File: src/rtl/reg32_shift_out.sv
// Serial read-out of one datapath word: MSB-first sclk/sdata frame, then a slatch
// strobe and a one-cycle done pulse. Handshake below; FSM state is exported on dbg_state.
module reg32_shift_out #(
  parameter int WIDTH = 32,
  parameter int DIV   = 2
) (
  input  logic             clk,
  input  logic             rst,
  input  logic             start,
  input  logic [WIDTH-1:0] din,
  output logic             ready,
  output logic             sdata,
  output logic             sclk,
  output logic             slatch,
  output logic             done,
  output logic [1:0]       dbg_state
);

  // Handshake: a frame is accepted on any rising edge where ready && start are both 1;
  // din is sampled only on that edge. start seen while ready=0 is dropped, not queued.

  localparam int BCW = (WIDTH > 1) ? $clog2(WIDTH) : 1;
  localparam int DCW = (DIV > 1) ? $clog2(DIV) : 1;
  localparam logic [BCW-1:0] LAST_BIT = BCW'(WIDTH - 1);
  localparam logic [DCW-1:0] LAST_DIV = DCW'(DIV - 1);

  typedef enum logic [1:0] {
    IDLE  = 2'd0,
    SHIFT = 2'd1,
    LATCH = 2'd2
  } state_t;

  state_t           r_state;
  logic [WIDTH-1:0] r_shreg;
  logic [BCW-1:0]   r_bitcnt;
  logic [DCW-1:0]   r_divcnt;
  logic             r_phase;
  logic             r_sdata;
  logic             r_slatch;
  logic             r_done;

  state_t           w_state_nxt;
  logic [WIDTH-1:0] w_shreg_nxt;
  logic [BCW-1:0]   w_bitcnt_nxt;
  logic [DCW-1:0]   w_divcnt_nxt;
  logic             w_phase_nxt;
  logic             w_sdata_nxt;
  logic             w_slatch_nxt;
  logic             w_done_nxt;
  logic             w_div_wrap;

  assign w_div_wrap = (r_divcnt == LAST_DIV);

  always_ff @(posedge clk or posedge rst) begin
    if (rst) begin
      r_state  <= IDLE;
      r_shreg  <= '0;
      r_bitcnt <= '0;
      r_divcnt <= '0;
      r_phase  <= 1'b0;
      r_sdata  <= 1'b0;
      r_slatch <= 1'b0;
      r_done   <= 1'b0;
    end else begin
      r_state  <= w_state_nxt;
      r_shreg  <= w_shreg_nxt;
      r_bitcnt <= w_bitcnt_nxt;
      r_divcnt <= w_divcnt_nxt;
      r_phase  <= w_phase_nxt;
      r_sdata  <= w_sdata_nxt;
      r_slatch <= w_slatch_nxt;
      r_done   <= w_done_nxt;
    end
  end

  always_comb begin
    w_state_nxt  = r_state;
    w_shreg_nxt  = r_shreg;
    w_bitcnt_nxt = r_bitcnt;
    w_divcnt_nxt = r_divcnt;
    w_phase_nxt  = r_phase;
    w_sdata_nxt  = r_sdata;
    w_slatch_nxt = r_slatch;
    w_done_nxt   = 1'b0;

    unique case (r_state)
      IDLE: begin
        if (start) begin
          w_shreg_nxt  = din;
          w_sdata_nxt  = din[WIDTH-1];
          w_bitcnt_nxt = '0;
          w_divcnt_nxt = '0;
          w_phase_nxt  = 1'b0;
          w_state_nxt  = SHIFT;
        end
      end

      SHIFT: begin
        if (!w_div_wrap) begin
          w_divcnt_nxt = r_divcnt + DCW'(1);
        end else begin
          w_divcnt_nxt = '0;
          if (!r_phase) begin
            w_phase_nxt = 1'b1;
          end else if (r_bitcnt != LAST_BIT) begin
            // Data only moves on the falling sclk so it is settled around each rise.
            w_phase_nxt  = 1'b0;
            w_shreg_nxt  = {r_shreg[WIDTH-2:0], 1'b0};
            w_sdata_nxt  = r_shreg[WIDTH-2];
            w_bitcnt_nxt = r_bitcnt + BCW'(1);
          end else begin
            w_phase_nxt  = 1'b0;
            w_sdata_nxt  = 1'b0;
            w_slatch_nxt = 1'b1;
            w_state_nxt  = LATCH;
          end
        end
      end

      LATCH: begin
        if (!w_div_wrap) begin
          w_divcnt_nxt = r_divcnt + DCW'(1);
        end else begin
          w_divcnt_nxt = '0;
          w_slatch_nxt = 1'b0;
          w_done_nxt   = 1'b1;
          w_state_nxt  = IDLE;
        end
      end

      default: begin
        w_state_nxt = IDLE;
      end
    endcase
  end

  assign ready     = (r_state == IDLE);
  assign sclk      = r_phase;
  assign sdata     = r_sdata;
  assign slatch    = r_slatch;
  assign done      = r_done;
  assign dbg_state = r_state;

endmodule

File: config.mk
export PLATFORM = sky130hd
export DESIGN_NAME = reg32_shift_out
export DESIGN_NICKNAME = d
export VERILOG_FILES = /design/src/rtl/reg32_shift_out.sv
export SDC_FILE = /design/constraint.sdc
export NUM_CORES = 1
export LEC_CHECK = 0
export ABC_AREA = 1
export CAP_MARGIN = 10
export CELL_PAD_IN_SITES_DETAIL_PLACEMENT = 1
export CELL_PAD_IN_SITES_GLOBAL_PLACEMENT = 1
export CORE_ASPECT_RATIO = 1.75
export CORE_UTILIZATION = 36
export CTS_CLUSTER_DIAMETER = 100
export DETAILED_ROUTE_END_ITERATION = 8
export PLACE_DENSITY_LB_ADDON = 0.1
export SLEW_MARGIN = 20
export SYNTH_ARGS = -nofsm -noshare
export SYNTH_HDL_FRONTEND = slang
export SYNTH_SLANG_ARGS = --single-unit
export TNS_END_PERCENT = 100
File: constraint.sdc
create_clock -name clk -period 1.47 [get_ports clk]
set_input_delay 0.3675 -clock clk [delete_from_list [all_inputs] [get_ports clk]]
set_output_delay 0.3675 -clock clk [all_outputs]
set_load 0.01 [all_outputs]
After elaboration in Yosys (flattened, before gate mapping)
Index checks and enable logic that the tools add are counted.
{"block": "totals", "register_bits": 43, "output_inout_bits": 7}
{"block": "op_classes", "n_addsub": 2, "eq_ne": 9, "muxes": 34, "reduce_logical": 11}
{"operator": "$mux W31", "n": 4}
{"operator": "$pmux W31 S2", "n": 1}
{"operator": "$mux W5", "n": 4}
{"operator": "$reduce_and A5 Y1", "n": 3}
{"operator": "$mux W1", "n": 14}
{"operator": "$ne A2 B2 Y1 const B", "n": 6}
{"operator": "$mux W2", "n": 5}
{"operator": "$pmux W5 S2", "n": 1}
{"operator": "$pmux W1 S2", "n": 4}
{"operator": "$pmux W2 S3", "n": 1}
{"operator": "$reduce_bool A2 Y1", "n": 3}
{"operator": "$add A5 B1 Y5 const B", "n": 1}
{"operator": "$ne A5 B5 Y1 const B", "n": 1}
{"operator": "$reduce_and A4 Y1", "n": 1}
{"operator": "$reduce_and A3 Y1", "n": 1}
{"operator": "$eq A2 B1 Y1 const B", "n": 1}
{"operator": "$eq A2 B2 Y1 const B", "n": 1}
{"operator": "$logic_not A2 Y1", "n": 1}
{"operator": "$reduce_and A2 Y1", "n": 1}
{"operator": "$reduce_or A2 Y1", "n": 1}
{"operator": "$add A1 B1 Y1 const B", "n": 1}

Longest topological paths before layout
Gate-level depths: netlist (run 1).
{"block": "logic_depth", "word_depth": 5, "ltp_mapped": 11}

Least setup slack after synthesis (run 1)
No wires, ideal clock.
{"block": "synth_path", "path_type": "flip-flop to flip-flop", "start": "reg r_bitcnt[0]", "end": "reg r_shreg[18]", "setup_time_ns": 0.123, "t_arrival_ns": 1.494, "required_ns": 1.347, "slack_ns": -0.148, "path_stages_with_launch": 12, "n_path_buf": 1, "synth_period_minus_slack_ns": 1.618, "path_cell_list": "dfrtp_1 -> ha_1 -> nand2_1 -> nor2_1 -> ha_1 -> inv_1 -> nand2_1 -> nand2_2 -> nand3_4 -> buf_6 -> nand2_1 -> o21ai_2"}
{"block": "synth_via", "elab_chain_cells": 3}
{"element": "start: declaration", "line": "35", "source": "logic [BCW-1:0] r_bitcnt;"}
{"element": "start signal: assignment", "line": "67", "source": "r_bitcnt <= w_bitcnt_nxt;"}
{"element": "$ne A5 B5 Y1", "line": "105", "source": "end else if (r_bitcnt != LAST_BIT) begin"}
{"element": "$ne A2 B2 Y1 (no line)"}
{"element": "$reduce_and A5 Y1 (no line)"}
{"element": "end signal: assignment", "line": "66", "source": "r_shreg <= w_shreg_nxt;"}
{"element": "end: declaration", "line": "34", "source": "logic [WIDTH-1:0] r_shreg;"}
No other way between the ends.
A chain may end at the register's enable or synchronous reset.

Worst setup path after layout (run 1)
{"block": "layout_path", "start": "reg r_bitcnt[1]", "end": "reg r_shreg[18]"}
Same word-level chain as after synthesis.

==> impl_metrics.toml, run 1 <==
[outcome]
status = "finished with violations"
violations = "setup timing"

[grt]
use_met1 = 0.193
use_met3 = 0.0262
use_met2 = 0.309
grt_pass1_vias = 1973
grt_overflow = 0
antenna_found_initial = 0
grt_max_degree = 44
track_usage = 0.172
grt_first_pass_wirelength_microns = 9050
busiest_layer = "met2"

[job]
maxCapViolCount = 0

[clock_tree]
clockRootBuffer = "clkbuf_8"
insertion_delay_ps = 300
htree_levels = 2
cts.sinks = 43
cts_buffers = 5
clkTransAtPathRegs_ps = 80
cts_buffer_depth = 2
cts_tree = "done"

[final_layout]
num-fill-cells = 697
finish.utilization = 0.526
seqCellArea_sq_um = 1080
multiInputGateArea_sq_um = 1230
n_antenna_cell = 0
drive_gt1_frac = 0.389
stdcell_area_sq_um = 3280
nNetsFinal = 359
area_growth_pct = 39.4

[worst_setup_path]
cp.arrival_ps = 1890
cp.required_ps = 1650
worstReg2RegStart = "r_bitcnt[1]"
start_kind = "flip-flop"
path_max_fanout = 8
endpoint_kind = "flip-flop"
crit_path_start = "r_bitcnt[1]"
crit_type = "flip-flop to flip-flop"

[power_and_ir_drop]
pwr-share-comb = 0.052
clkPwrFrac = 0.428
p_int_mw = 1.82
p_per_area_nw_per_um2 = 693
seq_power_share = 0.520
ir_drop_mv = 0.404
p_sw_mw = 0.455
swShare = 0.201
p_leak_nw = 1.44

[drt]
post_drt_wl_per_cell_microns = 14.7
vias = 1965
viasPerCell = 4.92
wl_microns = 5870
first_iter_violations = 40
drc = 0
postRouteAntennaNets = 0
drtPass1Iterations = 3

[floorplan]
die_h_microns = 109
ios = 42
dieArea_sq_um = 6870
core.rowCount = 38
start_util = 0.377
die_x_microns = 63.1
core_sq_um = 6230

[synth]
syn_area_sq_um = 2350
synth_area_leaders = "dfrtp_1, o21ai_2, nand2_1"
synth_seq_area_share = 0.458
yosysMostFrequentCell = "nand2_1"
yosys.area.top_type = "dfrtp_1"
synth_edf_count = 0
postSynthCellCount = 258
synth_area_per_cell_sq_um = 9.11
synth_ff_type = "dfrtp_1"
syn_nets = 299
yosysTopAreaCellShare = 0.458
ys_warn_count = 0
synth.distinct_cells = 19
synthArstFlopShare = 1.00
yosys-top-cells-count = "nand2_1, dfrtp_1, o21ai_2, o21ai_0, or2_2"
ys_ff_latch = 43

[placed_design]
hpwl_microns = 3680
io_buffers = 41
placed_area_sq_um = 2950
gp_congestion = 0.775

[timing]
relSlewSlack = 0.794
max_freq_mhz = 587
worst_slack_ps = -232
period_minus_slack_ps = 1700
hold_ws_ps = 422
hold_viol = 0
period_share = 1.16
rsz0062_at_grt = "true"
skew_ps = 7.13
worstMarginPinSlew_ps = 306
drv_slew = 0
setup_viol = 39

[min_path]
hp-class = "primary input to asynchronous set/reset pin"
==> registers in the layout, summed over array words and instances (netlist names) <==
signal	cells
r_shreg	31
r_bitcnt	5
dbg_state	2
done	1
r_divcnt	1
sclk	1
sdata	1
slatch	1
==> cell type report <==
type	instances	share of cell area
Sequential cell	43	0.329
Multi-Input combinational cell	187	0.376
Tap cell	80	0.0305
Timing Repair Buffer	67	0.213
Clock inverter	2	0.0107
Clock buffer	6	0.0252
Inverter	14	0.0160
==> worst paths after layout <==
path	to	slack, ps	cells past startpoint
hold / removal	r_shreg[6]	420	3
setup / recovery	r_shreg[18]	-230	11
hold reg to reg	sdata	480	2
setup reg to reg	r_shreg[18]	-230	11
min in group clk	sdata	480	2
max in group asynchronous	dbg_state[0]	830	3
==> critical path, cell delays in order, from the launching register on <==
cell,delay (ps)
dfrtp_1,390
ha_2,190
nand2_2,70
nor2_2,40
ha_2,170
inv_2,80
nand2_4,60
nand2_4,70
nand3_4,150
clkbuf_16,240
nand2_4,70
o21ai_2,50
==> power by group through the flow <==
stage               Sequential (mW)  Clock (mW)  Combinational [mW]
floorplan                      1.21           0              0.0182
global placement               1.21           0               0.120
detailed placement             1.21           0               0.120
CTS                            1.18       0.998               0.121
global route                   1.18        1.04               0.129
finish                         1.18       0.971               0.118
==> placed cells by master (no fill, tap or decap), drive strengths merged <==
master / Yosys / routed
ha: 6 / 6
clkdlybuf4s50: 0 / 34
buf: 10 / 24
o21ai: 70 / 70
nor2: 5 / 5
clkinv: 0 / 1
clkbuf: 4 / 10
dfrtp: 43 / 43
or2: 32 / 32
dlygate4sd2: 0 / 5
nand2: 63 / 63
a21oi: 1 / 1
inv: 14 / 14
bufinv: 0 / 1
nand4: 2 / 2
nand3: 8 / 8
==> through the flow <==
stage               setup TNS, ps  power (mW)  setup WS [ps]  instances
floorplan                   -3220        1.22          -92.1        258
detailed placement          -6350        1.33           -179        384
finish                      -7280        2.27           -232        399
global route               -10970        2.35           -323        399
global placement            -6200        1.32           -163        384
CTS                         -6100        2.30           -189        393
==> per-layer routing <==
metal | share of wire | vias up
met1 | 0.39 | 966
met5 | 0 | -
met4 | 0.027 | 0
met3 | 0.021 | 11
met2 | 0.57 | 29
li1 | - | 959
==> cells by family (layout without fill, tap and decap cells) <==
group,after synthesis,in the layout,share of synthesized area
compound gates,71,71,0.207
fa+ha+maj,6,6,0.0319
buf+inv,28,89,0.0766
flops,43,43,0.458
simple gates,110,110,0.227
==> what timing repair did <==
item	4_1_cts	5_1_grt
pin swaps	0	8
hold buffers	0	0
cloned	0	3
setup buffers	1	4
resized for setup	12	32
endpoints found under the setup margin	48	43
No activity file was read; power rests on OpenSTA's default activity.
==> run 2, diff against run 1 <==
Settings changed: CELL_PAD_IN_SITES_DETAIL_PLACEMENT 1 to not set, CELL_PAD_IN_SITES_GLOBAL_PLACEMENT 1 to not set, CORE_UTILIZATION 36 to 45, PLACE_DENSITY set to 0.7, PLACE_DENSITY_LB_ADDON 0.1 to not set.
Clock period 1.47 ns to 1.6 ns, I/O delays scaled along.
==> run 2 against run 1 <==
The run still ends with setup timing left. Worst setup slack better by 220 ps. Combinational power is 8% lower. Global-route usage up 0.80 points. Cell count decreased by 7.8%. Non-clock buffer count down 5. Critical path depth is the same.
==> impl_metrics.toml, run 2 (synthesis results as in run 1) <==
[timing]
rsz0062_at_grt = "true"
hold_viol = 0
drv_slew = 0
worstMarginPinSlew_ps = 263
skew_ps = 4.84
relSlewSlack = 0.823
setup_viol = 12
worst_slack_ps = -10.3
max_freq_mhz = 621
period_share = 1.01
period_minus_slack_ps = 1610

[floorplan]
start_util = 0.472
die_h_microns = 97.6
core.rowCount = 34
ios = 42
die_x_microns = 56.6
dieArea_sq_um = 5530
core_sq_um = 4980

[grt]
grt_overflow = 0
grt_pass1_vias = 1755
antenna_found_initial = 0
track_usage = 0.180
grt_max_degree = 44
grt_first_pass_wirelength_microns = 7810

[job]
maxCapViolCount = 0

[worst_setup_path]
cpMostUsedCell = "nand2_2"
cp.required_ps = 1790
cp.arrival_ps = 1800
cp_top_family = "simple AND/OR/NAND/NOR gates"
slowest_stage = "dfrtp_1"
crit_type = "flip-flop to flip-flop"
cp_cell_sequence = "ha_2 -> nand2_2 -> nor2_2 -> ha_2 -> inv_2 -> nand2_2 -> nand2_2 -> nand3_4 -> buf_12 -> nand2_1 -> o21ai_2"
path_max_fanout = 28
start_kind = "flip-flop"
rrSetupSlack_ps = -10
endpoint_kind = "flip-flop"
crit_buf_inv = 2
critPathMaxStageDelay_ps = 390

[clock_tree]
cts_tree = "done"
insertion_delay_ps = 300
cts.sinks = 43
clockRootBuffer = "clkbuf_8"
cts_buffers = 5
clkTransAtPathRegs_ps = 80
htree_levels = 2
cts_buffer_depth = 2

[outcome]
violations = "setup timing"
status = "finished with violations"

[final_layout]
nNetsFinal = 354
area_growth_pct = 33.0
stdcell_area_sq_um = 3130
final_cell_mix = "dfrtp_1, nand2_1, o21ai_2"
finish.utilization = 0.628
drive_gt1_frac = 0.373
n_antenna_cell = 0
final_common_cell = "dfrtp_1"
seqCellArea_sq_um = 1080
largest_reg_flops = 31
num-fill-cells = 437
largest_register = "r_shreg"
multiInputGateArea_sq_um = 1180

[power_and_ir_drop]
seq_power_share = 0.495
power.total_mw = 2.19
p_int_mw = 1.79
swShare = 0.186
p_per_area_nw_per_um2 = 702
p_sw_mw = 0.407
pwr-share-comb = 0.049
p_leak_nw = 1.41
ir_drop_mv = 0.785
clkPwrFrac = 0.456

[drt]
first_iter_violations = 39
post_drt_wl_per_cell_microns = 12.6
drc = 0
vias = 1882
drtPass1Iterations = 5
postRouteAntennaNets = 0
viasPerCell = 5.11
wl_microns = 4630

[placed_design]
hpwl_microns = 3260
placed_area_sq_um = 2900
io_buffers = 41
pre_cts_ws_ps = -65.0
gp_congestion = 0.748

[min_path]
hp-class = "primary input to asynchronous set/reset pin"
-- run 2: changes by cell type in the layout (fill, tap and decap cells not counted), moves of 3 or more --
cell       previous run  this run
nand2_2               8        21
nand2_4               9         2
nand2_1              46        40
clkbuf_16             3         0
inv_2                 5         2
o21ai_1               1         4
-- run 2: area by class of cell --
| cell class | count | area share |
|---|---|---|
| Sequential cell | 43 | 0.344 |
| Clock inverter | 2 | 0.0192 |
| Clock buffer | 6 | 0.0232 |
| Timing Repair Buffer | 62 | 0.196 |
| Tap cell | 54 | 0.0216 |
| Multi-Input combinational cell | 187 | 0.379 |
| Inverter | 14 | 0.0168 |
-- run 2: power by group through the flow --
stage,Clock [mW],Sequential [mW],Combinational (mW)
3_5_place_dp,0,1.11,0.110
4_1_cts,1.02,1.09,0.110
6_report,1.00,1.09,0.108
3_3_place_gp,0,1.11,0.109
5_1_grt,1.06,1.09,0.118
2_1_floorplan,0,1.11,0.0167
-- run 2: final timing paths --
check,startpoint,end,cells past startpoint
setup / recovery,r_bitcnt[0],r_shreg[2],11
hold / removal,rst,r_shreg[7],3
setup reg to reg,r_bitcnt[0],r_shreg[2],11
hold reg to reg,sdata,sdata,2
max in group asynchronous,rst,r_shreg[25],3
min in group clk,sdata,sdata,2
-- run 2: through the flow --
step	hold slack, ps	instances	setup TNS (ps)
finish	434	368	-54.8
detailed placement	459	358	-1540
floorplan	450	258	0
global route	457	368	-3620
global placement	454	358	-404
CTS	442	367	-655
-- run 2: what timing repair did --
| action | 4_1_cts | 5_1_grt |
|---|---|---|
| buffers inserted | 1 | 1 |
| setup endpoints to repair | 43 | 45 |
| cloned | 0 | 0 |
| resized for setup | 16 | 23 |
| hold buffers | 0 | 0 |
-- run 2: per-layer routing --
| metal | GRT usage | vias to the layer above | wire length [microns] |
|---|---|---|---|
| met4 | 0.0788 | 0 | 83 |
| met1 | 0.212 | 901 | 1900 |
| li1 | - | 951 | - |
| met2 | 0.313 | 23 | 2530 |
| met5 | 0 | - | 0 |
| met3 | 0.0320 | 7 | 106 |
-- run 2: worst min-delay path, delay by kind of cell --
family | cells | cell delay, ps
buffers and inverters | 3 | 710
==> run 3, diff against run 2 <==
Settings changed: ABC_AREA 1 to not set, PLACE_DENSITY 0.7 to not set, PLACE_DENSITY_LB_ADDON set to 0.1, SLEW_MARGIN 20 to not set.
==> run 3 against run 2 <==
The run still ends with setup timing left. Non-clock buffer count up 11. Clock skew rose by 1.6 ps. Worst hold slack gained 18 ps. Count of clock-buffer cells in the layout is 1 lower. Combinational power increased to 34 times the previous value. First-iteration DRC count fell by 28%. Die area is 3.6% lower. Power grew to 3.0 times the previous value. Fmax decreased by 20%. Largest cell class unchanged. Largest power group is now combinational logic.
==> impl_metrics.toml, run 3 <==
[outcome]
status = "finished with violations"
violations = "setup timing"

[final_layout]
final_common_cell = "dfrtp_1"
n_antenna_cell = 0
largest_register = "r_shreg"
drive_gt1_frac = 0.498
largest_reg_flops = 31
nNetsFinal = 285
stdcell_count = 297
final_cell_mix = "dfrtp_1, mux2_2, clkdlybuf4s50_1"
area_growth_pct = 43.6
stdcell_area_sq_um = 3250

[clock_tree]
cts.sinks = 43
cts_buffer_depth = 2
clkTransAtPathRegs_ps = 80
cts_tree = "done"
insertion_delay_ps = 300
cts_hold_buf = 0
htree_levels = 2
cts_buffers = 5
clockRootBuffer = "clkbuf_8"

[power_and_ir_drop]
p_per_area_nw_per_um2 = 2030
power.total_mw = 6.60
clkPwrFrac = 0.152
p_int_mw = 4.58
ir_drop_mv = 1.62
seq_power_share = 0.291
pwr-share-comb = 0.558
p_sw_mw = 2.03
p_leak_nw = 1.45
swShare = 0.307

[timing]
setup_viol = 40
period_share = 1.26
relSlewSlack = 0.813
period_minus_slack_ps = 2020
skew_ps = 6.48
worst_slack_ps = -422
drv_slew = 0
hold_viol = 0
max_freq_mhz = 495
hold_ws_ps = 451
worstMarginPinSlew_ps = 275
rsz0062_at_grt = "true"
finalSetupTns_ps = -13760

[synth]
synthXorXnorAreaFrac = 0
yosys-top-cells-count = "mux2_2, dfrtp_1, inv_1, nand2_1, ha_1"
synth_area_per_cell_sq_um = 13.1
synth_compound_area_frac = 0.0497
syn_nets = 214
yosysMostFrequentCell = "mux2_2"
synth_ff_type = "dfrtp_1"
synth_top_family_by_area = "multiplexers"
muxShareOfSynthArea = 0.328
yosys.area_share.simple = 0.0680
postSynthCellCount = 173
synth_seq_area_share = 0.475
syn_area_sq_um = 2260
yosysTopAreaCellShare = 0.475
yosys.area_share.adder = 0.0331
yosys.area.top_type = "dfrtp_1"
synth_area_leaders = "dfrtp_1, mux2_2, ha_1"
synthArstFlopShare = 1.00
synth_edf_count = 0
ys_ff_latch = 43
ys_warn_count = 0
synth.distinct_cells = 35

[grt]
grt_overflow = 0
grt_pass1_vias = 1784
grt_max_degree = 44
track_usage = 0.185
antenna_found_initial = 0
grt_first_pass_wirelength_microns = 7690

[drt]
drtPass1Iterations = 4
drc = 0
viasPerCell = 5.31
post_drt_wl_per_cell_microns = 15.3
first_iter_violations = 28
postRouteAntennaNets = 0
wl_microns = 4550
vias = 1577

[worst_setup_path]
reg2reg_depth = 7
path_max_fanout = 18
rrSetupSlack_ps = -420
cp.required_ps = 1780
start_kind = "flip-flop"
cp.arrival_ps = 2210
endpoint_kind = "flip-flop"
crit_type = "flip-flop to flip-flop"
worstReg2RegStart = "r_bitcnt[1]"
reg2reg_to = "r_shreg[3]"

[floorplan]
core.rowCount = 33
start_util = 0.477
core_sq_um = 4750
die_x_microns = 55.6
ios = 42
dieArea_sq_um = 5330
die_h_microns = 95.8

[placed_design]
io_buffers = 41
gp_congestion = 0.766
placed_area_sq_um = 2970
hpwl_microns = 3060
place_inst = 280

[job]
maxCapViolCount = 0

[min_path]
hp-class = "primary input to asynchronous set/reset pin"
## run 3: cell count changes after synthesis, sizes merged, moves of 3 or more
cell / delta
nor2: -4
or2: -32
mux2: +63
a31oi: +3
o21ai: -68
nand3: -5
inv: -5
buf: -3
nand2: -55
nand3b: +3
mux2i: +3
## run 3: stage by stage
| stage | setup slack (ps) | utilization |
|---|---|---|
| floorplan | -387 | - |
| global placement | -361 | 0.625 |
| detailed placement | -406 | 0.625 |
| CTS | -414 | 0.666 |
| global route | -494 | 0.685 |
| finish | -422 | 0.685 |
## run 3: per-layer routing
| layer | up-vias | share of wire | global-route usage |
|---|---|---|---|
| li1 | 763 | - | - |
| met3 | 6 | 0.029 | 0.0323 |
| met2 | 32 | 0.54 | 0.345 |
| met5 | - | 0 | 0 |
| met1 | 776 | 0.41 | 0.204 |
| met4 | 0 | 0.016 | 0.0792 |
## run 3: area by class of cell
class / count / area [sq um]
Inverter: 9 / 36.3
Clock inverter: 3 / 67.6
Fill cell: 359 / 1500
Timing Repair Buffer: 73 / 687
Sequential cell: 43 / 1080
Clock buffer: 5 / 68.8
Tap cell: 52 / 65.1
Multi-Input combinational cell: 112 / 1250
## run 3: how the worst max path moves through the flow
stage,start,cells past startpoint,to
final,r_bitcnt[1],7,r_shreg[3]
after global routing,r_bitcnt[1],7,r_shreg[2]
after CTS,r_bitcnt[1],7,r_shreg[14]
after detailed placement,r_bitcnt[1],7,r_shreg[16]
after global placement,r_bitcnt[1],7,r_shreg[2]
after floorplan,r_bitcnt[0],7,r_shreg[10]
## run 3: repair_timing
item | 4_1_cts | 5_1_grt
pin swaps | 7 | 7
resized for setup | 17 | 18
endpoints found under the hold margin | 0 | 0
endpoints found under the setup margin | 46 | 44
setup buffers | 6 | 4
## run 3: logic make-up after synthesis
| kind of cell | count (synthesis) |
|---|---|
| AO/OA/AOI/OAI | 15 |
| multiplexers | 66 |
| adder cells (fa/ha/maj) | 6 |
| flip-flops | 43 |
| buffers and inverters | 18 |
| AND/OR/NAND/NOR | 25 |
## run 3: power by group through the flow
stage,clock network [mW],logic (mW),registers (mW)
detailed placement,0,3.24,1.95
global route,1.07,3.97,1.98
global placement,0,3.14,1.91
floorplan,0,2.37,1.89
CTS,1.03,3.45,1.92
finish,1.00,3.68,1.92
## run 3: critical path, cell delays in order (launching register included)
cell      delay [ps]
dfrtp_1          400
ha_2             190
and3_4           180
ha_4             150
nand3b_1         210
a21oi_4          230
buf_12           210
mux2_2           340
